`src/rtl/vga_sync_gen_pkg.sv`:
```
// vga_sync_gen_pkg: shared Pxs timing defaults (640x480 @ 60 Hz, 25 MHz pixel clock) and helpers
package vga_sync_gen_pkg;
   localparam int unsigned CNT_W       = 10;
   localparam int unsigned H_VISIBLE_D = 640;
   localparam int unsigned H_FRONT_D   = 16;
   localparam int unsigned H_SYNC_D    = 96;
   localparam int unsigned H_BACK_D    = 48;
   localparam int unsigned V_VISIBLE_D = 480;
   localparam int unsigned V_FRONT_D   = 10;
   localparam int unsigned V_SYNC_D    = 2;
   localparam int unsigned V_BACK_D    = 33;
   localparam bit          SYNC_POL_D  = 1'b0;

   function automatic int unsigned axis_total(int unsigned vis, int unsigned front, int unsigned sync, int unsigned back);
      return vis + front + sync + back;
   endfunction
endpackage

```
`src/rtl/vga_axis_cnt.sv`:
```
// vga_axis_cnt: modulo counter for one video axis with a registered sync-window flag
module vga_axis_cnt
   import vga_sync_gen_pkg::*;
#(
   parameter int unsigned VIS   = H_VISIBLE_D,
   parameter int unsigned FRONT = H_FRONT_D,
   parameter int unsigned SYNC  = H_SYNC_D,
   parameter int unsigned BACK  = H_BACK_D
) (
   input  logic             px_clk,
   input  logic             reset,
   input  logic             en,
   output logic [CNT_W-1:0] cnt,
   output logic             wrap,
   output logic             sync_act
);
   localparam int unsigned TOTAL = axis_total(VIS, FRONT, SYNC, BACK);
   localparam logic [CNT_W-1:0] LAST = CNT_W'(TOTAL - 1);
   localparam logic [CNT_W:0]   S_LO = (CNT_W + 1)'(VIS + FRONT);
   localparam logic [CNT_W:0]   S_HI = (CNT_W + 1)'(VIS + FRONT + SYNC);

   logic [CNT_W-1:0] nxt;

   assign wrap = en && (cnt == LAST);
   assign nxt  = wrap ? '0 : en ? cnt + 1'b1 : cnt;

   // Count with wrap by compare; sync flag is decoded from the next count so it tracks cnt
   always_ff @(posedge px_clk) begin
      if (reset) begin
         cnt      <= '0;
         sync_act <= 1'b0;
      end else begin
         cnt      <= nxt;
         sync_act <= ({1'b0, nxt} >= S_LO) && ({1'b0, nxt} < S_HI);
      end
   end
endmodule

```
`src/rtl/vga_sync_gen.sv`:
```
// vga_sync_gen: Pxs pixel-timing generator; define PXS_FRAMECNT_EN to add the frame_cnt output
module vga_sync_gen
   import vga_sync_gen_pkg::*;
#(
   parameter int unsigned H_VISIBLE = H_VISIBLE_D,
   parameter int unsigned H_FRONT   = H_FRONT_D,
   parameter int unsigned H_SYNC    = H_SYNC_D,
   parameter int unsigned H_BACK    = H_BACK_D,
   parameter int unsigned V_VISIBLE = V_VISIBLE_D,
   parameter int unsigned V_FRONT   = V_FRONT_D,
   parameter int unsigned V_SYNC    = V_SYNC_D,
   parameter int unsigned V_BACK    = V_BACK_D,
   parameter bit          SYNC_POL  = SYNC_POL_D
) (
   input  logic             px_clk,
   input  logic             reset,
   output logic             hsync,
   output logic             vsync,
   output logic             activevideo,
   output logic [CNT_W-1:0] x_px,
   output logic [CNT_W-1:0] y_px,
   output logic             endframe
`ifdef PXS_FRAMECNT_EN
  ,output logic [7:0]       frame_cnt
`endif
);
   logic [CNT_W-1:0] hc, vc, h_nxt, v_nxt;
   logic             h_wrap, v_wrap, h_act, v_act, ef_nxt;

   vga_axis_cnt #(.VIS(H_VISIBLE), .FRONT(H_FRONT), .SYNC(H_SYNC), .BACK(H_BACK)) u_h (
      .px_clk(px_clk), .reset(reset), .en(1'b1), .cnt(hc), .wrap(h_wrap), .sync_act(h_act)
   );

   vga_axis_cnt #(.VIS(V_VISIBLE), .FRONT(V_FRONT), .SYNC(V_SYNC), .BACK(V_BACK)) u_v (
      .px_clk(px_clk), .reset(reset), .en(h_wrap), .cnt(vc), .wrap(v_wrap), .sync_act(v_act)
   );

   assign x_px   = hc;
   assign y_px   = vc;
   assign hsync  = h_act ? SYNC_POL : ~SYNC_POL;
   assign vsync  = v_act ? SYNC_POL : ~SYNC_POL;
   assign h_nxt  = h_wrap ? '0 : hc + 1'b1;
   assign v_nxt  = v_wrap ? '0 : h_wrap ? vc + 1'b1 : vc;
   assign ef_nxt = (h_nxt == '0) && (v_nxt == CNT_W'(V_VISIBLE));

   // Decode the position the counters move to, so flags line up with x_px/y_px on the same edge
   always_ff @(posedge px_clk) begin
      if (reset) begin
         activevideo <= 1'b1;
         endframe    <= 1'b0;
      end else begin
         activevideo <= (h_nxt < CNT_W'(H_VISIBLE)) && (v_nxt < CNT_W'(V_VISIBLE));
         endframe    <= ef_nxt;
      end
   end

`ifdef PXS_FRAMECNT_EN
   // Frames since reset, advancing on the same edge that raises endframe
   always_ff @(posedge px_clk) frame_cnt <= reset ? '0 : frame_cnt + {7'd0, ef_nxt};
`endif
endmodule

```
`config.mk`:
```
export PLATFORM = sky130hd
export DESIGN_NAME = vga_sync_gen
export DESIGN_NICKNAME = d
export VERILOG_FILES = /design/src/rtl/vga_sync_gen_pkg.sv /design/src/rtl/vga_axis_cnt.sv /design/src/rtl/vga_sync_gen.sv
export SDC_FILE = /design/constraint.sdc
export NUM_CORES = 1
export LEC_CHECK = 0
export CAP_MARGIN = 20
export CORE_UTILIZATION = 30
export DETAILED_ROUTE_END_ITERATION = 10
export REMOVE_ABC_BUFFERS = 1
export SLEW_MARGIN = 10
export SYNTH_ARGS = -nofsm -noshare
export SYNTH_HDL_FRONTEND = slang
export SYNTH_SLANG_ARGS = --single-unit
```
`constraint.sdc`:
```
create_clock -name px_clk -period 2.4 [get_ports px_clk]
set_input_delay 0.48 -clock px_clk [delete_from_list [all_inputs] [get_ports px_clk]]
set_output_delay 0.48 -clock px_clk [all_outputs]
set_load 0.05 [all_outputs]
```
# Word level (Yosys, flattened, before mapping)
# Cells that the tools add are included.
[word_totals]
reg_bits = 24
in_bits = 2
output_inout_bits = 24
wordCells = 28
[op_classes]
addsub = 2
order_cmp = 6
n_eq_ne = 3
mux = 5
reduce_logical = 6
[ops]
columns = ["cell", "n"]
rows = [
  ["10-bit two-way mux", 3],
  ["10-bit by 1-bit adder with 10-bit output (second input constant)", 2],
  ["10-bit equality test (second input constant)", 2],
  ["10-bit < comparator (second input constant)", 2],
  ["10-bit by 9-bit < comparator with 1-bit output (second input constant)", 2],
  ["10-bit by 9-bit equality test with 1-bit output (second input constant)", 1],
  ["10-bit greater-or-equal comparator (second input constant)", 1],
  ["10-bit by 9-bit greater-or-equal comparator with 1-bit output (second input constant)", 1],
  ["10-bit logical NOT", 1],
  ["1-bit logical AND", 5],
  ["1-bit two-way mux", 2],
]

# Longest topological paths before layout
# Gate-level depths: netlist (run 1).
[logic_depth]
word_depth = 5
depth_mapped = 9
ltp_nobuf = 7

# By module
# From an unflattened synthesis (run 1), not the netlist that was laid out.
[unflattened]
hier_cells = 208
hier_area_um2 = 1764.2
[by_module_without_submodules]
columns = ["module", "n_inst", "cells_each", "area_each_um2", "seq_area_each_um2"]
rows = [
  ["vga_axis_cnt at u_h", 1, 70, 651.9, 220.2],
  ["vga_axis_cnt at u_v", 1, 75, 649.4, 220.2],
  ["vga_sync_gen", 1, 63, 462.9, 40.0],
]

# Least setup slack after synthesis (run 1)
# OpenSTA, ideal clock, no wires.
[synth_timing]
path_kind = "flip-flop to flip-flop"
startpoint = "reg u_h.cnt[0]"
endpoint = "reg endframe"
arrival_time_ns = 2.515
path_slack_ns = -0.203
stages_incl_launch_ff = 9
path_cell_list = "dfxtp_1 ha_1 nand3_1 or3_1 buf_2 nor3_4 xnor2_1 or3_4 nor4_2"
[synth_via]
elab_chain_len = 5
[synth_rtl]
columns = ["item", "line", "rtl"]
rows = [
  ["start, declared", "vga_axis_cnt.sv:13", "output logic [CNT_W-1:0] cnt,"],
  ["start signal, assigned", "vga_axis_cnt.sv:33", "cnt <= nxt;"],
  ["branches (longest 4 deep; another with 10-bit by 1-bit adder with 10-bit output)", "-", ""],
  ["1-bit logical AND *", "vga_sync_gen.sv:44", "assign ef_nxt = (h_nxt == '0) && (v_nxt == CNT_W'(V_VISIBLE));"],
  ["end signal, assigned", "vga_sync_gen.sv:53", "endframe <= ef_nxt;"],
  ["end, declared", "vga_sync_gen.sv:22", "output logic endframe"],
]
# Mark *: on every way between the ends.
# A chain may end at the register's enable or synchronous reset.

# Worst setup path in the final report (run 1)
[layout_timing]
startpoint = "reg u_h.cnt[1]"
endpoint = "reg endframe"
# Same word-level chain as after synthesis.

==> metrics.md, run 1 <==
| Metric | Value |
|---|---|
| Status | finished clean |
| Non-filler cells, final | 241 |
| Clock latency on the worst-skew pair | 270 ps |
| Die footprint | 4450 sq um |
| Via count | 1194 |
| Synth Cell Area | 1260 sq um |
| Slew @ Worst Pin | 514 ps |
| Number of global-route vias before repair | 983 |
| Synth warn | 0 |
| Vias per cell | 4.95 |
| CP Launch Type | register |
| Fin area | 1700 sq um |
| Crit path kind | reg2reg |
| Final setup vio count | 0 |
| Clock Path Buffers | 2 |
| Commonest non-fill, non-tap cell in the layout | clkdlybuf4s50_1 |
| Cell Chain, Critical Path | ha_1 > nand3_1 > or3_1 > nor3_4 > xnor2_1 > or3_4 > nor4_2 |
| Clk sink count | 24 |
| Slack of the critical path | 158 ps |
| CTS tree | done |
| Core region area | 4000 sq um |
| Share of post-route cells with drive strength above 1 | 0.0995 |
| Worst r2r src | u_h.cnt[1] |
| Synth cell types | 36 |
| Largest net degree at the start of global routing | 16 |
| Initial DRC Count | 50 |
| Hold Path End | u_h.cnt[0] |
| Hold Buf Count CTS | 0 |
| CP arrival | 2430 ps |
| Total CTS buffers | 3 |
| # H-tree levels | 1 |
| FF-to-FF setup slack | 160 ps |
| Slew margin rel. | 0.656 |
| Min Hold Slack | 548 ps |
| # diodes | 0 |
| Final Cycle Share | 0.934 |
| Leakage | 0.587 nW |
| Global-route wire length before repair | 4.88 mm |
| Clk root buf | clkbuf_8 |
| Die Height | 66.7 um |
| CP Capture Type | register |
| Sequential area share after synthesis | 0.382 |
| Reg2reg end | endframe |
| Layout Utilization | 0.425 |
| Resize count post-CTS | 0 |
| Rows | 23 |
| Hold Crit Class | reg2reg |
| Nets | 197 |
| Syn_area_per_cell | 8.06 sq um |
| CP Data Required Time | 2590 ps |
| Ys flop type | dfxtp_1 |
| Fin crit period | 2240 ps |
| Commonest non-fill, non-tap cells in the layout | 25 x clkdlybuf4s50_1, 24 x dfxtp_1, 23 x nor2_1, 14 x nand2_1, 12 x nor3_1 |
| GP Congestion | 0.919 |
| Setup bufs post-CTS | 0 |
| Gr usage total | 0.149 |
| Hpwl dp | 2.36 mm |
| PD cells | 501 nW/um^2 |
| DR DRC count | 0 |
| WHS Path Cells | 2 |
| Crit-path max FO | 7 |
| Pre-CTS setup slack | 175 ps |
| Clock Skew | 4.68 ps |
| Unrepaired setup endpoints after global routing | false |
| Critical-path top delay cell | or3_1 |
| Pre-antenna DRT Iters | 4 |
| Max cap viols | 0 |
| Post-route ant nets | 0 |
| Min-delay src | u_h.cnt[0] |
| Layout overhead on the synthesized area | 35.2% |
| Number of synthesized flops with an enable pin | 0 |
| Register bit total from synthesis | 24 |
| Initial cell density of the core | 0.314 |
| Routed WL | 3.10 mm |
| R2R depth | 7 |
| Max IR drop VDD | 0.188 mV |
| Initial antenna violation count | 0 |
| Port Buf Inserts | 25 |
| Slew Limit Fails | 0 |
| CP peak stage delay | 500 ps |
| Remaining global-route overflow | 0 |
| Placed Cells | 237 |
| DP Area | 1630 sq um |
| Final hold viol count | 0 |
| Syn Inst Count | 156 |
| Boundary Pins | 26 |
| Routed len/inst | 12.9 um |
| Post-synth ARST share | 0 |
| Highest Clock Rate | 446 MHz |
| Die width | 66.7 um |
| Clock-pin slew on the worst setup and hold paths | 90 ps |
[how the worst max path moves through the flow]
stage	start	end	slack, ps	cells after the start
3_5_place_dp	u_h.cnt[1]	endframe	180	7
6_report	u_h.cnt[1]	endframe	160	7
4_1_cts	u_h.cnt[1]	endframe	160	7
2_1_floorplan	u_h.cnt[0]	endframe	-300	7
5_1_grt	u_h.cnt[1]	endframe	40	7
3_3_place_gp	u_h.cnt[7]	endframe	230	6
[critical path, delay by kind of cell, from the launching register on]
kind          cells  cell delay, ps
simple gates      5            1490
xor+xnor          1             110
fa+ha+maj         1             190
flops             1             380
[metrics by stage]
| step | setup TNS [ps] | power, mW |
|---|---|---|
| after global routing | 0 | 0.887 |
| after global placement | 0 | 0.506 |
| after floorplan | -536 | 0.472 |
| after CTS | 0 | 0.863 |
| after detailed placement | 0 | 0.506 |
| final | 0 | 0.851 |
[cell type report]
class                           instances  area [sq um]
Clock inverter                          1          30.0
Sequential cell                        24           480
Multi-Input combinational cell        120           731
Fill cell                             420          2300
Clock buffer                            3          41.3
Timing Repair Buffer                   35           325
Inverter                                8          30.0
Tap cell                               50          62.6
[state kept, by name, summed over array words and instances, names as in the netlist]
name / cells
endframe: 1
u_v.cnt: 10
activevideo: 1
u_h.cnt: 10
u_v.sync_act: 1
u_h.sync_act: 1
[kinds of logic (layout without fill, tap and decap cells)]
logic type               count (synthesis)  in the layout  share of synthesized area
XOR/XNOR                                16             16                      0.111
AND/OR/NAND/NOR                         78             78                      0.321
flip-flops                              24             24                      0.382
adder cells (fa/ha/maj)                  4              4                     0.0378
AO/OA/AOI/OAI                           22             22                      0.110
buffers and inverters                   12             47                     0.0368
[cell usage after synthesis (all sizes together), types with 2 or more instances]
library cell / n / area share
nand4: 4 / 0.020
inv: 8 / 0.024
and3: 2 / 0.0099
nand3: 8 / 0.032
clkbuf: 3 / 0.0090
nand2: 14 / 0.042
xor2: 5 / 0.035
a21oi: 7 / 0.028
a31oi: 2 / 0.0099
nor4: 3 / 0.020
nor4bb: 2 / 0.016
xnor2: 11 / 0.077
nor3: 13 / 0.061
dfxtp: 24 / 0.38
or3: 4 / 0.024
ha: 3 / 0.030
o21ai: 5 / 0.020
nor2: 23 / 0.069
[power breakdown]
group          switching [mW]  leakage [nW]  internal (mW)
Sequential            0.00872         0.194          0.405
Combinational          0.0516         0.357         0.0301
Clock                   0.132        0.0357          0.223
Total                   0.193         0.587          0.658
[metal layers]
metal / up-vias / global-route usage / part of all wire
li1: 617 / - / -
met1: 541 / 0.223 / 0.49
met2: 32 / 0.206 / 0.45
met3: 4 / 0.0205 / 0.047
met4: 0 / 0.0638 / 0.015
met5: - / 0 / 0
No activity file was read; power rests on OpenSTA's default activity.
==> run 2: changes to the inputs <==
CTS_CLUSTER_DIAMETER = 50   (was not set)
clock period = 2 ns   (was 2.4 ns; I/O delays follow)
==> metrics.md, run 2 (same netlist as run 1, synthesis figures left out) <==
| Metric | Value |
|---|---|
| Vias per cell | 4.95 (about the same) |
| R2R depth | 6 (was 7) |
| Max cap viols | 0 (unchanged) |
| Unrepaired setup endpoints after global routing | true (was false) |
| Clk root buf | clkbuf_8 (unchanged) |
| Min Hold Slack | 508 ps (was 548 ps) |
| Clock power frac | 0.350 (was 0.418) |
| Total CTS buffers | 3 (unchanged) |
| Clock Path Buffers | 2 (unchanged) |
| Top flop regs | u_h.cnt x10, u_v.cnt x10 (unchanged) |
| Nets | 216 (was 197) |
| Final setup vio count | 1 (was 0) |
| Die width | 66.7 um (unchanged) |
| Via count | 1287 (was 1194) |
| Clock Skew | 2.02 ps (was 4.68 ps) |
| Crit-path max FO | 4 (was 7) |
| Port Buf Inserts | 25 (unchanged) |
| Rows | 23 (unchanged) |
| Number of global-route vias before repair | 1112 (was 983) |
| Share of post-route cells with drive strength above 1 | 0.290 (was 0.0995) |
| Routed WL | 3.31 mm (was 3.10 mm) |
| Fin crit period | 2050 ps (was 2240 ps) |
| Global-route wire length before repair | 5.23 mm (was 4.88 mm) |
| Failing checks | negative setup slack |
| # H-tree levels | 1 (unchanged) |
| Post-route ant nets | 0 (unchanged) |
| Max IR drop VDD | 0.247 mV (was 0.188 mV) |
| Initial cell density of the core | 0.314 (unchanged) |
| Initial antenna violation count | 0 (unchanged) |
| CP Launch Type | register (unchanged) |
| Highest Clock Rate | 489 MHz (was 446 MHz) |
| Commonest non-fill, non-tap cells in the layout | 40 x buf_4, 23 x nor2_1, 19 x dfxtp_1, 14 x nand2_1, 12 x clkdlybuf4s50_1 (was 25 x clkdlybuf4s50_1, 24 x dfxtp_1, 23 x nor2_1, 14 x nand2_1, 12 x nor3_1) |
| Layout Utilization | 0.464 (was 0.425) |
| CP Data Required Time | 2180 ps (was 2590 ps) |
| Hold Buf Count CTS | 0 (unchanged) |
| CP Capture Type | register (unchanged) |
| DP Area | 1730 sq um (was 1630 sq um) |
| Internal | 0.708 mW (was 0.658 mW) |
| Remaining global-route overflow | 0 (unchanged) |
| Slew @ Worst Pin | 498 ps (was 514 ps) |
| Status | finished, violations left (was finished clean) |
| Slack of the critical path | -45.1 ps (was 158 ps) |
| # diodes | 0 (unchanged) |
| Final Power | 0.934 mW (was 0.851 mW) |
| WHS Path Cells | 2 (unchanged) |
| Net Sw Power | 0.226 mW (was 0.193 mW) |
| Slew Limit Fails | 0 (unchanged) |
| Layout overhead on the synthesized area | 47.5% (was 35.2%) |
| CTS tree | done (unchanged) |
| Die footprint | 4450 sq um (unchanged) |
| Sequential share of power | 0.527 (was 0.486) |
| PD cells | 504 nW/um^2 (was 501 nW/um^2) |
| DR DRC count | 0 (unchanged) |
| Slew margin rel. | 0.668 (was 0.656) |
| Routed len/inst | 12.7 um (was 12.9 um) |
| Clk sink count | 24 (unchanged) |
| Crit path kind | reg2reg (unchanged) |
| GP Congestion | 0.922 (was 0.919) |
| CP arrival | 2230 ps (was 2430 ps) |
| Fin area | 1850 sq um (was 1700 sq um) |
| Pre-CTS setup slack | -147 ps (was 175 ps) |
| Clock-pin slew on the worst setup and hold paths | 80 ps (was 90 ps) |
| Comb power frac | 0.123 (was 0.096) |
| Initial DRC Count | 55 (was 50) |
| Commonest non-fill, non-tap cell in the layout | buf_4 (was clkdlybuf4s50_1) |
| Clock latency on the worst-skew pair | 260 ps (was 270 ps) |
| Final Cycle Share | 1.02 (was 0.934) |
| Core region area | 4000 sq um (unchanged) |
| Hold Crit Class | reg2reg (unchanged) |
| Gr usage total | 0.157 (was 0.149) |
| Switching part of the total | 0.242 (was 0.226) |
| Die Height | 66.7 um (unchanged) |
| Leakage | 0.735 nW (was 0.587 nW) |
| Boundary Pins | 26 (unchanged) |
| Final hold viol count | 0 (unchanged) |
| Hpwl dp | 2.50 mm (was 2.36 mm) |
| Pre-antenna DRT Iters | 4 (unchanged) |
| Largest net degree at the start of global routing | 16 (unchanged) |
[run 2: cell count changes in the layout (fill, tap and decap cells not counted), sizes merged]
cell,change
clkdlybuf4s50,-13
clkbuf,+1
bufinv,-1
dlymetal6s2s,+2
buf,+30
[run 2: worst paths after layout]
path	slack, ps	start	endpoint
worst max-delay path	-50	u_h.cnt[5]	endframe
worst min-delay path	510	u_v.cnt[1]	u_v.cnt[1]
worst max register to register	-50	u_h.cnt[5]	endframe
worst min register to register	510	u_v.cnt[1]	u_v.cnt[1]
[run 2: area by class of cell]
class	count	area, sq um
flip-flops and latches	24	487
inverters	8	30.0
well taps	50	62.6
multi-input cells	120	774
fillers	403	2150
repair buffers	54	445
clock buffers	4	55.1
[run 2: what timing repair did]
action,4_1_cts,5_1_grt
gates resized for setup,5,10
buffers inserted,0,2
pin swaps,7,7
cloned,0,0
endpoints found under the setup margin,3,5
[run 2: power groups by stage]
stage | registers, mW | clock network (mW) | logic, mW
floorplan | 0.539 | 0 | 0.0267
global placement | 0.503 | 0 | 0.116
detailed placement | 0.503 | 0 | 0.116
CTS | 0.491 | 0.333 | 0.116
global route | 0.494 | 0.357 | 0.125
finish | 0.492 | 0.327 | 0.115
[run 2: worst max-delay path: stages (launching register included)]
cell and delay (ps):
dfxtp_2 330, or3_4 380, or3_4 380, nor3_4 130
xnor2_1 100, or3_4 410, nor4_4 230
[run 2: metal layers]
layer | GRT usage | vias up | wire length [um]
met5 | 0 | - | 0
met4 | 0.0612 | 0 | 76
met3 | 0.0257 | 6 | 109
met2 | 0.222 | 38 | 1480
met1 | 0.231 | 587 | 1640
li1 | - | 656 | -
[run 2: metrics by stage]
step           cells  setup TNS (ps)
4_1_cts          258           -43.2
3_3_place_gp     254            -154
3_5_place_dp     254            -264
6_report         260           -45.1
2_1_floorplan    152           -3570
5_1_grt          260            -132
